===== config.mk =====
export PLATFORM = sky130hd
export DESIGN_NAME = pim_weight_loader
export DESIGN_NICKNAME = d
export VERILOG_FILES = /design/src/rtl/pim_wrap_pkg.sv /design/src/rtl/pim_nibble_split.sv /design/src/rtl/pim_weight_loader.sv
export SDC_FILE = /design/constraint.sdc
export NUM_CORES = 1
export LEC_CHECK = 0
export CORE_MARGIN = 4
export CORE_UTILIZATION = 45
export CTS_CLUSTER_SIZE = 25
export DETAILED_ROUTE_END_ITERATION = 8
export HOLD_SLACK_MARGIN = 0.15
export PLACE_DENSITY_LB_ADDON = 0.1
export SYNTH_ARGS = -nofsm -noshare
export SYNTH_HDL_FRONTEND = slang
export SYNTH_SLANG_ARGS = --single-unit

===== constraint.sdc =====
create_clock -name i_clk -period 2 [get_ports i_clk]
set_input_delay 0.4 -clock i_clk [delete_from_list [all_inputs] [get_ports i_clk]]
set_output_delay 0.4 -clock i_clk [all_outputs]
set_load 0.01 [all_outputs]

===== src/rtl/pim_wrap_pkg.sv =====
// Shared definitions for the PIM macro wrapper: lane width default, row geometry
// helpers and the weight-loader fill FSM encoding.
package pim_wrap_pkg;

    localparam int LANE_W_DEF = 4;

    typedef enum logic {
        S_FILL  = 1'b0,
        S_STALL = 1'b1
    } fill_state_e;

    function automatic int half_w(input int data_w);
        return data_w / 2;
    endfunction

    // Each beat contributes half its width to each of the CAM and CIM rows.
    function automatic int row_w(input int beats, input int data_w);
        return beats * half_w(data_w);
    endfunction

endpackage


===== src/rtl/pim_nibble_split.sv =====
// Combinational de-interleave of one bus beat: within each lane pair the upper
// lane goes to the CAM half, the lower lane to the CIM half, order preserved.
module pim_nibble_split #(
    parameter int DATA_W = 32,
    parameter int LANE_W = 4
) (
    input  logic [DATA_W-1:0]   data,
    output logic [DATA_W/2-1:0] cam,
    output logic [DATA_W/2-1:0] cim
);
    localparam int PAIRS = DATA_W / (2 * LANE_W);

    for (genvar g = 0; g < PAIRS; g++) begin : g_pair
        assign cam[g*LANE_W +: LANE_W] = data[g*2*LANE_W + LANE_W +: LANE_W];
        assign cim[g*LANE_W +: LANE_W] = data[g*2*LANE_W +: LANE_W];
    end

endmodule


===== src/rtl/pim_weight_loader.sv =====
// Double-buffered weight row loader: beats fill a row bank while the previous
// complete row is presented on a registered valid/ready output.
module pim_weight_loader
    import pim_wrap_pkg::*;
#(
    parameter  int DATA_W = 32,
    parameter  int LANE_W = LANE_W_DEF,
    parameter  int BEATS  = 16,
    parameter  int CNT_W  = $clog2(BEATS),
    localparam int H      = half_w(DATA_W),
    localparam int ROW_W  = row_w(BEATS, DATA_W)
) (
    input  logic              i_clk,
    input  logic              i_rst_n,
    input  logic              i_clear,
    input  logic              i_in_valid,
    output logic              o_in_ready,
    input  logic [DATA_W-1:0] i_in_data,
    input  logic              i_in_last,
    output logic              o_out_valid,
    input  logic              i_out_ready,
    output logic [ROW_W-1:0]  o_cam_data,
    output logic [ROW_W-1:0]  o_cim_data,
    output logic [CNT_W-1:0]  o_beat_cnt,
    output logic              o_err_frame
);
    fill_state_e             state, state_nxt;
    logic [CNT_W-1:0]        cnt;
    logic                    hold_vld;
    logic                    err;
    logic [BEATS-1:0][H-1:0] fill_cam, fill_cim;
    logic [ROW_W-1:0]        hold_cam, hold_cim;
    logic [H-1:0]            beat_cam, beat_cim;
    logic                    accept, drain, last_beat, early, load_hold;

    pim_nibble_split #(
        .DATA_W (DATA_W),
        .LANE_W (LANE_W)
    ) u_split (
        .data (i_in_data),
        .cam  (beat_cam),
        .cim  (beat_cim)
    );

    assign o_in_ready = i_rst_n && (state == S_FILL);
    assign accept     = i_in_valid && o_in_ready;
    assign drain      = hold_vld && i_out_ready;
    assign last_beat  = (cnt == CNT_W'(BEATS - 1));
    assign early      = accept && i_in_last && !last_beat;

    always_ff @(posedge i_clk or negedge i_rst_n) begin
        if (!i_rst_n) state <= S_FILL;
        else          state <= state_nxt;
    end

    // A completed row goes straight to the hold regs when they are free or
    // draining this cycle; otherwise it parks in the fill bank until they are.
    always_comb begin
        state_nxt = state;
        load_hold = 1'b0;
        if (i_clear) begin
            state_nxt = S_FILL;
        end else begin
            case (state)
                S_FILL: begin
                    if (accept && last_beat) begin
                        if (!hold_vld || drain) load_hold = 1'b1;
                        else                    state_nxt = S_STALL;
                    end
                end
                S_STALL: begin
                    if (drain) begin
                        load_hold = 1'b1;
                        state_nxt = S_FILL;
                    end
                end
                default: state_nxt = S_FILL;
            endcase
        end
    end

    always_ff @(posedge i_clk or negedge i_rst_n) begin
        if (!i_rst_n) begin
            cnt      <= '0;
            hold_vld <= 1'b0;
            err      <= 1'b0;
            fill_cam <= '0;
            fill_cim <= '0;
            hold_cam <= '0;
            hold_cim <= '0;
        end else if (i_clear) begin
            cnt      <= '0;
            hold_vld <= 1'b0;
            err      <= 1'b0;
        end else begin
            if (accept) begin
                cnt <= (last_beat || early) ? '0 : cnt + CNT_W'(1);
                if (early || (last_beat && !i_in_last)) err <= 1'b1;
            end
            // Beat k lands in the k-th slot from the top of the row.
            if (accept && !early) begin
                for (int k = 0; k < BEATS; k++) begin
                    if (cnt == CNT_W'(k)) begin
                        fill_cam[BEATS-1-k] <= beat_cam;
                        fill_cim[BEATS-1-k] <= beat_cim;
                    end
                end
            end
            if (load_hold) begin
                hold_vld <= 1'b1;
                if (state == S_FILL) begin
                    hold_cam <= {fill_cam[BEATS-1:1], beat_cam};
                    hold_cim <= {fill_cim[BEATS-1:1], beat_cim};
                end else begin
                    hold_cam <= fill_cam;
                    hold_cim <= fill_cim;
                end
            end else if (drain) begin
                hold_vld <= 1'b0;
            end
        end
    end

    assign o_out_valid = hold_vld;
    assign o_cam_data  = hold_cam;
    assign o_cim_data  = hold_cim;
    assign o_beat_cnt  = cnt;
    assign o_err_frame = err;

endmodule


### Word level (Yosys, flattened, before mapping)

Index checks and enable logic that the tools add are counted.

* bitwise logic cells: 2
* multiplexer cells: 21
* eq/ne operators: 15
* reductions and logical operators: 37
* add/sub/neg operators: 1

Operators with widths (count)
* $reduce_and 3->1: 16
* $eq 4x4->1 const B: 8
* $mux 16: 2
* $eq 4x3->1 const B: 4
* $mux 1: 14
* $mux 4: 3
* $eq 4x2->1 const B: 2
* $logic_and 1x1->1: 8
* $add 4x1->4 const B: 1
* $eq 4x1->1 const B: 1
* $logic_not 1->1: 4
* $logic_not 4->1: 1
* $pmux 1 s2: 2
* $reduce_and 2->1: 2
* $reduce_bool 2->1: 2
* $logic_or 1x1->1: 3
* $reduce_bool 3->1: 1
* $not 1->1: 2

* word-level logic and storage cells: 114
* register bits: 1031
* bits of input ports: 38
* output and inout port bits: 519

### Longest topological paths before layout

Gate-level depths: netlist of the first run.

* word-level depth: 9
* gate-level depth with buffers: 8
* mapped depth without buffers: 5

### Modules after synthesis

A second synthesis of the first run with hierarchy kept.

* cell total of the unflattened synthesis: 2412
* area total of the unflattened synthesis: 39233.9 sq um

Modules (own cells, without submodules)
* pim_weight_loader: instances 1, cells each 2380, seq. area each 25799.7 sq um, area each 38993.6 sq um
* pim_nibble_split: instances 1, cells each 32, seq. area each 0.0 sq um, area each 240.2 sq um

### Worst setup path before layout of the first run

OpenSTA, ideal clock, no wires.

* path type: register to register
* start: reg cnt[2], in the netlist o_beat_cnt[2]
* end: reg fill_cim[193] (netlist bit)
* buffers on the path: 1
* stages on the path, launching flop included: 5
* data arrival time: 1910 ps
* required time: 1875 ps
* library setup time: 125 ps
* path slack: -35 ps
* clock period less this slack: 2035 ps
* cell sequence: dfrtp_1 -> or4b_4 -> nor3b_4 -> buf_6 -> mux2_2

* cells in the longest elaborated chain, start to end: 6
* elaborated cells between the ends (all ways): 7
* those cells by class: eq/ne (2); reduce/logical (5)

RTL lines
* start: declaration: RTL line pim_weight_loader.sv:28 `logic [CNT_W-1:0] cnt;`
* start signal: assignment: RTL line pim_weight_loader.sv:97 `cnt <= (last_beat || early) ? '0 : cnt + CNT_W'(1);`
* $eq 4x4->1: RTL line pim_weight_loader.sv:48 `assign last_beat = (cnt == CNT_W'(BEATS - 1));`
* $logic_not 1->1: RTL line pim_weight_loader.sv:49 `assign early = accept && i_in_last && !last_beat;`
* $logic_and 1x1->1: RTL line pim_weight_loader.sv:49
* $logic_not 1->1: RTL line pim_weight_loader.sv:101 `if (accept && !early) begin`
* $logic_and 1x1->1: RTL line pim_weight_loader.sv:101
* $reduce_and 3->1 (no source line) *
* end signal: indexed assignment: RTL line pim_weight_loader.sv:105 `fill_cim[BEATS-1-k] <= beat_cim;`
* end: declaration: RTL line pim_weight_loader.sv:31 `logic [BEATS-1:0][H-1:0] fill_cam, fill_cim;`

Mark *: on every way between the ends. The rest lies on a longest branch, timed or not.
A chain may end at the register's enable or synchronous reset.

### Worst setup path in the final report of the first run

* start: reg state
* end: reg hold_cam[205], in the netlist o_cam_data[205]

* cells in the longest elaborated chain, start to end: 8

RTL lines
* start: declaration: RTL line pim_weight_loader.sv:27 `fill_state_e state, state_nxt;`
* start signal: assignment: RTL line pim_weight_loader.sv:53 `else state <= state_nxt;`
* $not 1->1
* $logic_and 1x1->1: RTL line pim_weight_loader.sv:45 `assign o_in_ready = i_rst_n && (state == S_FILL);`
* $logic_and 1x1->1: RTL line pim_weight_loader.sv:46 `assign accept = i_in_valid && o_in_ready;`
* $logic_and 1x1->1: RTL line pim_weight_loader.sv:66 `if (accept && last_beat) begin`
* $mux 1: RTL line pim_weight_loader.sv:66
* $pmux 1 s2 *: RTL line pim_weight_loader.sv:64 `case (state)`
* $mux 1 *: RTL line pim_weight_loader.sv:61 `if (i_clear) begin`
* $reduce_and 2->1 (no source line) *
* end signal: assignment: RTL line pim_weight_loader.sv:112 `hold_cam <= {fill_cam[BEATS-1:1], beat_cam};`
* end signal: assignment: RTL line pim_weight_loader.sv:115 `hold_cam <= fill_cam;`
* end: declaration: RTL line pim_weight_loader.sv:32 `logic [ROW_W-1:0] hold_cam, hold_cim;`

Marks and branches as above.

==> results of run 1 <==
[synthesized netlist by cell type, types with 2 or more instances]
library cell | instances | share of area, %
dfrtp_1 | 1031 | 66
mux2_2 | 940 | 27
buf_2 | 77 | 0.99
clkbuf_1 | 53 | 0.51
mux2_1 | 52 | 1.5
nor2_1 | 44 | 0.42
nor4_1 | 34 | 0.54
a211oi_1 | 32 | 0.61
o22ai_1 | 32 | 0.51
buf_6 | 25 | 0.72
nand2_1 | 15 | 0.14
a21oi_1 | 6 | 0.077
inv_1 | 5 | 0.048
nor2b_1 | 5 | 0.080
ha_1 | 4 | 0.13
nand3_1 | 3 | 0.038
nor2_2 | 3 | 0.048
buf_1 | 2 | 0.019
[kinds of logic (layout without fill, tap and decap cells)]
logic type	Yosys count	after routing
DFF	1031	1031
muxes	992	992
buffers and inverters	162	907
and+or+nand+nor	115	115
AOI/OAI and AO/OA	77	77
adders and majority gates	4	4
xor gates and xnor gates	1	1
other	0	5
[per-stage QoR]
step           setup TNS [ns]  total power, mW  instances  utilization (%)
2_1_floorplan           -4.12             22.0       2382                -
3_3_place_gp          -314.55             23.1       4058             55.1
3_5_place_dp          -336.14             23.1       4058             55.1
4_1_cts                 -6.56             43.0       4253             58.6
5_1_grt                -44.51             44.2       4272             59.4
6_report               -11.12             42.6       4276             59.4
[placed cells by master (no fill, tap or decap), types with 21 or more instances in the layout]
| cell | n |
|---|---|
| dfrtp_1 | 1028 |
| mux2_2 | 883 |
| dlygate4sd2_1 | 401 |
| clkdlybuf4s50_1 | 147 |
| clkbuf_16 | 118 |
| buf_12 | 73 |
| mux2_4 | 60 |
| buf_4 | 57 |
| mux2_1 | 49 |
| nor2_1 | 39 |
| nor4_1 | 34 |
| o22ai_1 | 32 |
| a211oi_1 | 32 |
| clkinv_2 | 26 |
| clkbuf_8 | 21 |
| clkbuf_1 | 21 |
[registers in the layout, indices dropped and copies added, names as in the netlist]
| register | count |
|---|---|
| o_err_frame | 1 |
| o_cim_data | 256 |
| o_cam_data | 256 |
| fill_cim | 256 |
| o_out_valid | 1 |
| o_beat_cnt | 4 |
| fill_cam | 256 |
| state | 1 |
[path summary, 6_finish.rpt]
check | slack [ns] | startpoint | to
max reg2reg | -0.08 | state$_DFF_PN0_ | o_cam_data[205]$_DFFE_PN0P_
min reg2reg | 0.47 | fill_cam[64]$_DFFE_PN0P_ | o_cam_data[64]$_DFFE_PN0P_
max | -0.08 | state$_DFF_PN0_ | o_cam_data[205]$_DFFE_PN0P_
max in group asynchronous | 0.19 | i_rst_n | o_cim_data[240]$_DFFE_PN0P_
min in group asynchronous | 0.38 | i_rst_n | o_beat_cnt[1]$_DFFE_PN0P_
min | 0.33 | i_in_data[31] | o_cam_data[15]$_DFFE_PN0P_
[report_power, final]
part,internal [mW],switching (mW)
clock network,11.6,8.16
logic,0.570,0.985
registers,21.1,0.154
total,33.4,9.29
[cell type report]
class	instances	area, sq um
Tap cell	1144	1430
Clock inverter	43	482
Fill cell	6797	34800
Timing Repair Buffer	710	7420
Inverter	5	18.8
Multi-Input combinational cell	1189	12700
Sequential cell	1031	25800
Clock buffer	149	3050
Antenna cell	5	12.5
[what timing repair did]
| item | in CTS | in global routing |
|---|---|---|
| setup buffers | 1 | 5 |
| gates cloned | 0 | 13 |
| hold endpoints to repair | 91 | 0 |
| pin swaps | 1 | 3 |
| hold buffers | 2 | 0 |
| setup endpoints to repair | 511 | 854 |
| gates resized for setup | 406 | 74 |
[layer usage]
metal | track usage [%] | vias up
met2 | 39.6 | 633
met4 | 9.15 | 4
met1 | 30.6 | 12200
li1 | - | 9854
met3 | 6.07 | 186
met5 | 0 | -
[critical path, delay by kind of cell (launching register included)]
family	cells	cell delay, ns
AOI/OAI and AO/OA	2	0.27
muxes	1	0.33
buffers and inverters	4	0.66
DFF	1	0.39
and+or+nand+nor	1	0.27
==> summary.md, run 1 <==
| Metric | Value |
|---|---|
| Outcome | complete, but fails checks |
| Failing checks | negative setup slack |
| Die Area | around 0.092 sq mm |
| DRT antenna net count | 0 |
| CTS Root Buffer Type | clkbuf_16 |
| Critical Path Most Common Cell | buf_12 |
| Seq/Total Area, Yosys | about 66% |
| Total GRT Usage | between 20% and 30% |
| Post-synthesis mux area share | roughly 29% |
| Number of buffers added on ports | approximately 560 |
| Wire length on met3 | just under 7000 um |
| CP startpoint kind | flop |
| Area delta synth->final | 30.3% |
| Hold Path Class | input port to flop |
| Share of layout cells above drive strength 1 | approximately two fifths |
| CTS Buffer Depth | 3 |
| Synthesis Warnings | 0 |
| Syn Inst Count | around 2400 |
| DR iter-0 viols | about 1100 |
| Clock Skew | between 0.015 and 0.02 ns |
| Critical path class | flop to flop |
| GR Overflow Total | 0 |
| Post-synthesis simple-gate area fraction | roughly 1.6% |
| Critical path required time | around 2.5 ns |
| Max VDD drop | 1.05 mV |
| Remaining DRCs | 0 |
| Leakage | between 20 and 30 nW |
| CTS buffer count | 105 |
| Yosys reg bits | roughly 1000 |
| Clock latency on the worst-skew pair | ~0.66 ns |
| Distinct cells, synth | 37 |
| DR WL met2 | between 50000 and 60000 um |
| Netlist area before placement | around 0.039 sq mm |
| Hold Vio Cnt, Final | 0 |
| Worst-Margin Slew | around 0.67 ns |
| Starting density of the core | between 40% and 50% |
| Largest family of logic cells by synthesized area | multiplexers |
| Pin count of the biggest net entering global routing | 128 |
| Syn_area_per_cell | between 15 and 20 sq um |
| Final GP Congestion | slightly above 0.8 |
| Fin crit period | roughly 2.1 ns |
| CTS tree | done |
| Num rows | between 100 and 150 |
| First-pass GRT wire length | approximately 160000 um |
| Die Y | ~300 um |
| Async SR Flop Fraction | 100% |
| Count of final setup violators | 303 |
| Top FF cell, synth | dfrtp_1 |
| Crit Path Max Fanout | 29 |
| Die Width | a little over 300 um |
| Wire length on met1 | ~46000 um |
| Drt wl/cell | ~26 um |
| Max Cap Viol | 0 |
| Crit end category | flop |
| Core area | ~0.086 sq mm |
| Slew headroom | 55.5% |
| Worst-path cell chain | buf_4 -> or2_4 -> a21oi_4 -> o21ai_4 -> buf_12 -> buf_12 -> buf_16 -> mux2_1 |
| Total nets after synthesis | roughly 2400 |
| Xor and xnor area share after synthesis | less than 1% |
| DR top layer | met5 |
| Worst path arrival time | 2.61 ns |
| Max Clk Rate | between 400 and 500 MHz |
| DR vias/cell | ~5.3 |
| Initial antenna violation count | 12 |
| Compound-Gate Fraction of Synth Area | roughly 1.3% |
| Pre-Repair DR Iteration Count | 5 |
| Clock sink total | between 1000 and 1500 |
| RSZ-0062 raised after global routing | yes |
| Pwr dens | ~840 mW/mm^2 |
| I/O pin count | between 500 and 600 |
| Cell area after placement | roughly 0.047 sq mm |
| Final nets | 3084 |
| Place WS | -0.614 ns |
| WHS Path Cells | 3 |
| Clock slew at reported path FFs | 0.06 ns |
| H-tree depth | 3 |
| Worst setup margin | -0.0826 ns |
| Final hold slack | about 0.33 ns |
| Count of final max-slew check failures | 0 |
| Post-route cell area | 0.0509 sq mm |
| Final period utilization | 104% |
| Max incr delay on CP | roughly 0.4 ns |
| Detailed Route WL | 112000 um |
| Via count | roughly 23000 |
| Worst r2r path cells | 8 |
| Vias in the first global route | 24400 |
| Post-synth EDFFs | 0 |
| Post-Synth Adder-Cell Area | less than 1% |
| Critical-path top delay cell | dfrtp_1 |
| Dpl hpwl | approximately 74000 um |
No activity file was read; power rests on OpenSTA's default activity.
==> inputs of run 2 (changes only) <==
CORE_ASPECT_RATIO = 0.9   (was default)
CTS_CLUSTER_DIAMETER = 100   (was default)
==> run 2 against run 1 <==
Net effect: first-iteration DRC count increased by 22%; the run still ends with negative setup slack left; sequential cell count stayed put; non-clock buffer count up 68; die area about the same; clock-buffer cell count down 99; highest routed layer unchanged; routed wire length rose by 4.4%; global-route usage decreased by 0.68 points; combinational power shrank 6%; largest power group unchanged.
==> summary.md, run 2 (synthesis results as in run 1) <==
| Metric | Value |
|---|---|
| Final period utilization | 109% (+4.5 points) |
| Worst-path cell chain | nor2_4 -> or4b_4 -> nor3b_4 -> buf_12 -> clkbuf_16 -> mux2_4 |
| Hold Path Class | input port to flop |
| DR iter-0 viols | 1352 (+22%) |
| Worst-Margin Slew | 0.943 ns (+0.276 ns) |
| Commonest non-fill, non-tap cell in the layout | dfrtp_1 |
| Pwr dens | 658 mW/mm^2 (-22%) |
| Pin count of the biggest net entering global routing | 168 (+31%) |
| Pre-Repair DR Iteration Count | 5 (unchanged) |
| DR vias/cell | 5.47 (+2.4%) |
| Worst setup margin | -0.172 ns (-0.0898 ns) |
| GR Overflow Total | 0 (unchanged) |
| Initial antenna violation count | 9 (-3) |
| Failing checks | negative setup slack |
| Core area | 0.0860 sq mm (+0.39%) |
| Final Util | 59.3% (-0.10 points) |
| Max Clk Rate | 460 MHz (-4.1%) |
| Final std cells w/o fill | 4204 (-1.7%) |
| Starting density of the core | 45.4% (-0.18 points) |
| Clock slew at reported path FFs | 0.11 ns (+0.05 ns) |
| Most frequent cells in the layout | dfrtp_1 (1029), mux2_2 (851), clkdlybuf4s50_1 (392) |
| Reg-to-Reg Start | o_beat_cnt[3]$_DFFE_PN0P_ |
| Reg-to-reg critical path endpoint | fill_cim[200]$_DFFE_PN0P_ |
| Dpl hpwl | 73000 um (-2.0%) |
| Final nets | 3094 (+0.32%) |
| Reg2reg setup slack | -0.17 ns (-0.09 ns) |
| Via count | 23000 (+0.65%) |
| RSZ-0062 raised after global routing | yes |
| Clock latency on the worst-skew pair | 0.62 ns (-0.04 ns) |
| Worst Setup SP | o_beat_cnt[3]$_DFFE_PN0P_ |
| End of the critical path | fill_cim[200]$_DFFE_PN0P_ |
| DRT antenna net count | 0 (unchanged) |
| Final GP Congestion | 0.820 (+1.4%) |
| Count of final setup violators | 532 (+76%) |
| Count of final max-slew check failures | 0 (unchanged) |
| Worst r2r path cells | 6 (-2) |
| Num rows | 102 (-4.7%) |
| Outcome | complete, but fails checks |
| Share of layout cells above drive strength 1 | 42.1% (+0.54 points) |
| CTS Buffer Depth | 3 (unchanged) |
| Max Cap Viol | 0 (unchanged) |
| Clock Skew | 0.0299 ns (+0.0109 ns) |
| Remaining DRCs | 0 (unchanged) |
| Crit end category | flop |
| Worst path arrival time | 2.67 ns (+0.06 ns) |
| Critical path class | flop to flop |
| Placed Instances | 4048 (-0.25%) |
| Die Area | 0.0916 sq mm (about the same) |
| Fin crit period | 2.17 ns (+0.0898 ns) |
| Leakage | 26.6 nW (-2.7%) |
| Buffers & Inverters on Critical Path | 2 (-2) |
| CTS Root Buffer Type | clkbuf_16 |
| Slew headroom | 37.1% (-18 points) |
| Max incr delay on CP | 0.56 ns (+0.17 ns) |
| Die Y | 288 um (-5.0%) |
| Detailed Route WL | 117000 um (+4.4%) |
| Area delta synth->final | 30.6% |
| CTS buffer count | 47 (-55%) |
| CP startpoint kind | flop |
| Drt wl/cell | 27.9 um (+6.2%) |
| Vias in the first global route | 23800 (-2.2%) |
| Max VDD drop | 0.495 mV (-53%) |
| Die Width | 319 um (+5.3%) |
| Number of buffers added on ports | 556 (unchanged) |
| Hold Vio Cnt, Final | 0 (unchanged) |
| Crit Path Max Fanout | 8 (-72%) |
| H-tree depth | 2 (-1) |
| Total GRT Usage | 23.3% (-0.68 points) |
| Critical path required time | 2.50 ns (-0.02 ns) |
| Critical-path top delay cell | or4b_4 |
| Fill cells | 6614 (-2.7%) |
| I/O pin count | 557 (unchanged) |
| Top Family by Delay on Critical Path | simple AND/OR/NAND/NOR gates |
| Critical Path Stages | 6 (-2) |
| First-pass GRT wire length | 160000 um (-1.1%) |
| CTS tree | done |
| Clock sink total | 1031 (unchanged) |
[run 2: cell type report]
class                      instances  area, sq um  share of cell area, %
antenna                            6         15.0                 0.0294
multi-input combinational       1189        13000                   25.4
clock inverter                     1         20.0                 0.0392
timing repair buffer             778         9520                   18.7
sequential                      1031        25800                   50.6
clock buffer                      50         1230                   2.41
inverter                           5         18.8                 0.0368
tap                             1144         1430                   2.81
[run 2: layer usage]
layer	GRT usage [%]	part of all wire, %	vias to the layer above
met5	0	0.017	-
met4	4.36	2.1	2
met3	4.86	6.2	135
met2	40.2	49	588
met1	30.9	42	12500
li1	-	-	9771
[run 2: worst min-delay path, delay by kind of cell]
kind | cells | cell delay (ns)
buffers and inverters | 1 | 0.31
AO/OA/AOI/OAI | 2 | 0.31
[run 2: report_power, final]
group	switching, mW	internal, mW
registers	0.144	21.1
clock network	6.42	4.42
logic	0.970	0.487
[run 2: per-stage QoR]
step	area [sq um]	power (mW)	hold WS, ns	setup TNS [ns]	setup WS, ns
6_report	51000	33.5	0.474	-32.50	-0.172
5_1_grt	51000	34.8	0.481	-64.59	-0.209
4_1_cts	48600	33.9	0.422	-34.71	-0.162
3_5_place_dp	47100	23.1	0.471	-324.97	-0.640
3_3_place_gp	47100	23.1	0.461	-318.59	-0.615
2_1_floorplan	39100	22.0	0.104	-4.12	-0.0182
[run 2: repair_timing]
| item | in CTS | in global routing |
|---|---|---|
| hold buffers | 3 | 0 |
| gates cloned | 6 | 64 |
| gates resized for setup | 146 | 224 |
| pin swaps | 0 | 9 |
| buffers inserted | 8 | 18 |
| setup endpoints to repair | 677 | 913 |
| endpoints found under the hold margin | 55 | 0 |
[run 2: how the worst min path moves through the flow]
stage / to / cells past startpoint / slack [ns] / start
2_1_floorplan: fill_cam[0]$_DFFE_PN0P_ / 0 / 0.10 / i_rst_n
3_3_place_gp: o_cam_data[66]$_DFFE_PN0P_ / 1 / 0.46 / fill_cam[66]$_DFFE_PN0P_
3_5_place_dp: o_cam_data[64]$_DFFE_PN0P_ / 1 / 0.47 / fill_cam[64]$_DFFE_PN0P_
4_1_cts: o_cam_data[14]$_DFFE_PN0P_ / 3 / 0.42 / i_in_data[30]
5_1_grt: o_cam_data[14]$_DFFE_PN0P_ / 3 / 0.48 / i_in_data[30]
6_report: o_cam_data[14]$_DFFE_PN0P_ / 3 / 0.47 / i_in_data[30]
==> inputs of run 3 (changes only) <==
DONT_BUFFER_PORTS = 1   (was default)
==> run 3 against run 2 <==
Net effect: the flow finishes with violations (negative hold slack, max-slew violations, negative setup slack); clock power about the same; critical path depth up 2; combinational power down 32%; utilization down 6.8 points; final area down 11%; routed wire length down 3.9%; clock-buffer cell count up 2; first-iteration DRC count up 1.8%; global-route usage down 0.58 points; critical endpoint is now o_cam_data[177]$_DFFE_PN0P_; largest cell class unchanged; largest power group unchanged.
==> summary.md, run 3 (synthesis results as in run 1) <==
| Metric | Value |
|---|---|
| Outcome | complete, but fails checks |
| Failing checks | negative hold slack, max-slew violations, negative setup slack |
| Post-route cell area | 0.0452 sq mm (-11%) |
| Worst path arrival time | 3.66 ns (+0.99 ns) |
| Leakage | 23.1 nW (-13%) |
| Clock sink total | 1031 (unchanged) |
| Pin count of the biggest net entering global routing | 1036 (+520%) |
| Clock power share | 32.8% (+0.5 points) |
| Clock slew at reported path FFs | 0.10 ns (about the same) |
| Count of final max-slew check failures | 642 (+642) |
| Final Util | 52.5% (-6.8 points) |
| Hold Vio Cnt, Final | 802 (+802) |
| Final period utilization | 158% (+49 points) |
| Hold Path Class | input port to asynchronous set/reset pin |
| Clock latency on the worst-skew pair | 0.61 ns (about the same) |
| Count of final setup violators | 1032 (+94%) |
| GR Overflow Total | 0 (unchanged) |
| Remaining DRCs | 0 (unchanged) |
| H-tree depth | 2 (unchanged) |
| Max Cap Viol | 0 (unchanged) |
| Pwr dens | 733 mW/mm^2 (+11%) |
| Max incr delay on CP | 0.52 ns (-0.04 ns) |
| Core area | 0.0860 sq mm (unchanged) |
| Crit Path Max Fanout | 1035 (+1027) |
| Final hold slack | -0.512 ns (-0.985 ns) |
| I/O pin count | 557 (unchanged) |
| Critical path required time | 2.50 ns (about the same) |
| Die Width | 319 um (unchanged) |
| Initial antenna violation count | 12 (+3) |
| CTS Root Buffer Type | clkbuf_16 |
| Via count | 20700 (-9.8%) |
| Pint | 26.0 mW (-0.13%) |
| Worst setup margin | -1.16 ns (-0.989 ns) |
| Num rows | 102 (unchanged) |
| Vias in the first global route | 21100 (-11%) |
| Crit end category | flop |
| Final nets | 2540 (-18%) |
| Slew headroom | -87.2% (-120 points) |
| DRT antenna net count | 0 (unchanged) |
| Sw Ratio | 21.5% (-0.96 points) |
| Critical-path top delay cell | nand2_8 |
| Worst-path cell chain | nand2_8 -> buf_4 -> nor2_4 -> o21ai_4 -> buf_12 -> clkbuf_16 -> clkbuf_16 -> mux2_2 |
| Critical path class | input port to flop |
| Switching power total | 7.12 mW (-5.6%) |
| Critical Path Most Common Cell | clkbuf_16 |
| Dpl hpwl | 67600 um (-7.4%) |
| Clock Skew | 0.0179 ns (-0.0120 ns) |
| Worst-Margin Slew | 2.81 ns (+1.87 ns) |
| Comb power frac | 3.0% (-1.3 points) |
| CTS Buffer Depth | 3 (unchanged) |
| Commonest non-fill, non-tap cell in the layout | dfrtp_1 |
| DR vias/cell | 5.68 (+3.8%) |
| Max Clk Rate | 316 MHz (-31%) |
| CTS tree | done |
| Final GP Congestion | 0.779 (-5.0%) |
| Number of buffers added on ports | 0 (-100%) |
| Die Area | 0.0916 sq mm (unchanged) |
| Share of layout cells above drive strength 1 | 49.5% (+7.3 points) |
| Max VDD drop | 0.584 mV (+18%) |
| Pre-Repair DR Iteration Count | 4 (-1) |
| First-pass GRT wire length | 154000 um (-3.9%) |
| Detailed Route WL | 113000 um (-3.9%) |
| Fin crit period | 3.16 ns (+0.989 ns) |
| DR iter-0 viols | 1376 (+1.8%) |
| RSZ-0062 raised after global routing | yes |
| Total GRT Usage | 22.7% (-0.58 points) |
| Starting density of the core | 45.4% (unchanged) |
| Area delta synth->final | 15.7% |
| CTS buffer count | 47 (unchanged) |
| CP startpoint kind | input port |
| Drt wl/cell | 30.8 um (+11%) |
| Cell area after placement | 0.0408 sq mm (-13%) |
| Flop pwr share | 64.2% (+0.9 points) |
| Most frequent cells in the layout | dfrtp_1 (1029), mux2_2 (903), clkbuf_16 (85) |
| Die Y | 288 um (unchanged) |
[run 3: changes by cell type in the layout (fill, tap and decap cells not counted), sizes merged]
cell,previous run,this run
buf,178,150
dlygate4sd2,113,0
dlygate4sd3,3,36
dlymetal6s2s,45,0
clkdlybuf4s50,392,0
bufbuf,0,2
clkbuf,97,88
[run 3: per-layer routing]
metal	part of all wire (%)	track usage, %	up-vias
met2	49	38.4	566
li1	-	-	8678
met1	41	28.6	11400
met5	0.018	0	-
met3	7.9	7.61	105
met4	2.1	4.82	2
[run 3: final timing paths]
kind / cells after the start / from / slack, ns / end
min: 0 / i_rst_n / -0.51 / o_cam_data[117]$_DFFE_PN0P_
max: 8 / i_rst_n / -1.16 / o_cam_data[177]$_DFFE_PN0P_
max reg2reg: 8 / state$_DFF_PN0_ / -0.15 / fill_cam[113]$_DFFE_PN0P_
min reg2reg: 1 / fill_cam[92]$_DFFE_PN0P_ / 0.49 / o_cam_data[92]$_DFFE_PN0P_
max in group asynchronous: 0 / i_rst_n / 0.31 / o_beat_cnt[3]$_DFFE_PN0P_
min in group i_clk: 2 / i_in_data[12] / 0.17 / fill_cam[36]$_DFFE_PN0P_
[run 3: repair_timing]
item	in CTS	in global routing
cloned	9	48
pin swaps	3	8
hold buffers	68	1
resized for setup	37	118
hold endpoints to repair	1582	1033
setup buffers	12	8
setup endpoints to repair	435	1014
[run 3: cell type report]
type,count,area [sq um]
Fill cell,7044,40800
Sequential cell,1031,25800
Timing Repair Buffer,224,3860
Clock buffer,52,1240
Inverter,5,18.8
Antenna cell,6,15.0
Tap cell,1144,1430
Clock inverter,1,20.0
Multi-Input combinational cell,1189,12800
[run 3: power by group through the flow]
| stage | Clock [mW] | Sequential (mW) | Combinational, mW |
|---|---|---|---|
| after floorplan | 0 | 21.6 | 0.380 |
| after global placement | 0 | 21.6 | 0.347 |
| after detailed placement | 0 | 21.7 | 0.368 |
| after CTS | 11.2 | 21.2 | 0.991 |
| after global routing | 11.9 | 21.3 | 1.05 |
| final | 10.8 | 21.2 | 1.00 |
[run 3: per-stage QoR]
stage	TNS [ns]	instances	setup slack, ns	power (mW)
after floorplan	-4.12	2382	-0.0182	22.0
after global placement	-295.73	3448	-0.462	22.0
after detailed placement	-254.94	3448	-0.428	22.0
after CTS	-14.61	3590	-0.0966	33.5
after global routing	-171.86	3647	-0.330	34.3
final	-1018.63	3652	-1.16	33.1
[run 3: critical path: cells and delay by family]
family / cells / cell delay [ns]
AO/OA/AOI/OAI: 1 / 0.24
AND/OR/NAND/NOR: 2 / 0.57
buffers and inverters: 4 / 0.80
multiplexers: 1 / 0.33
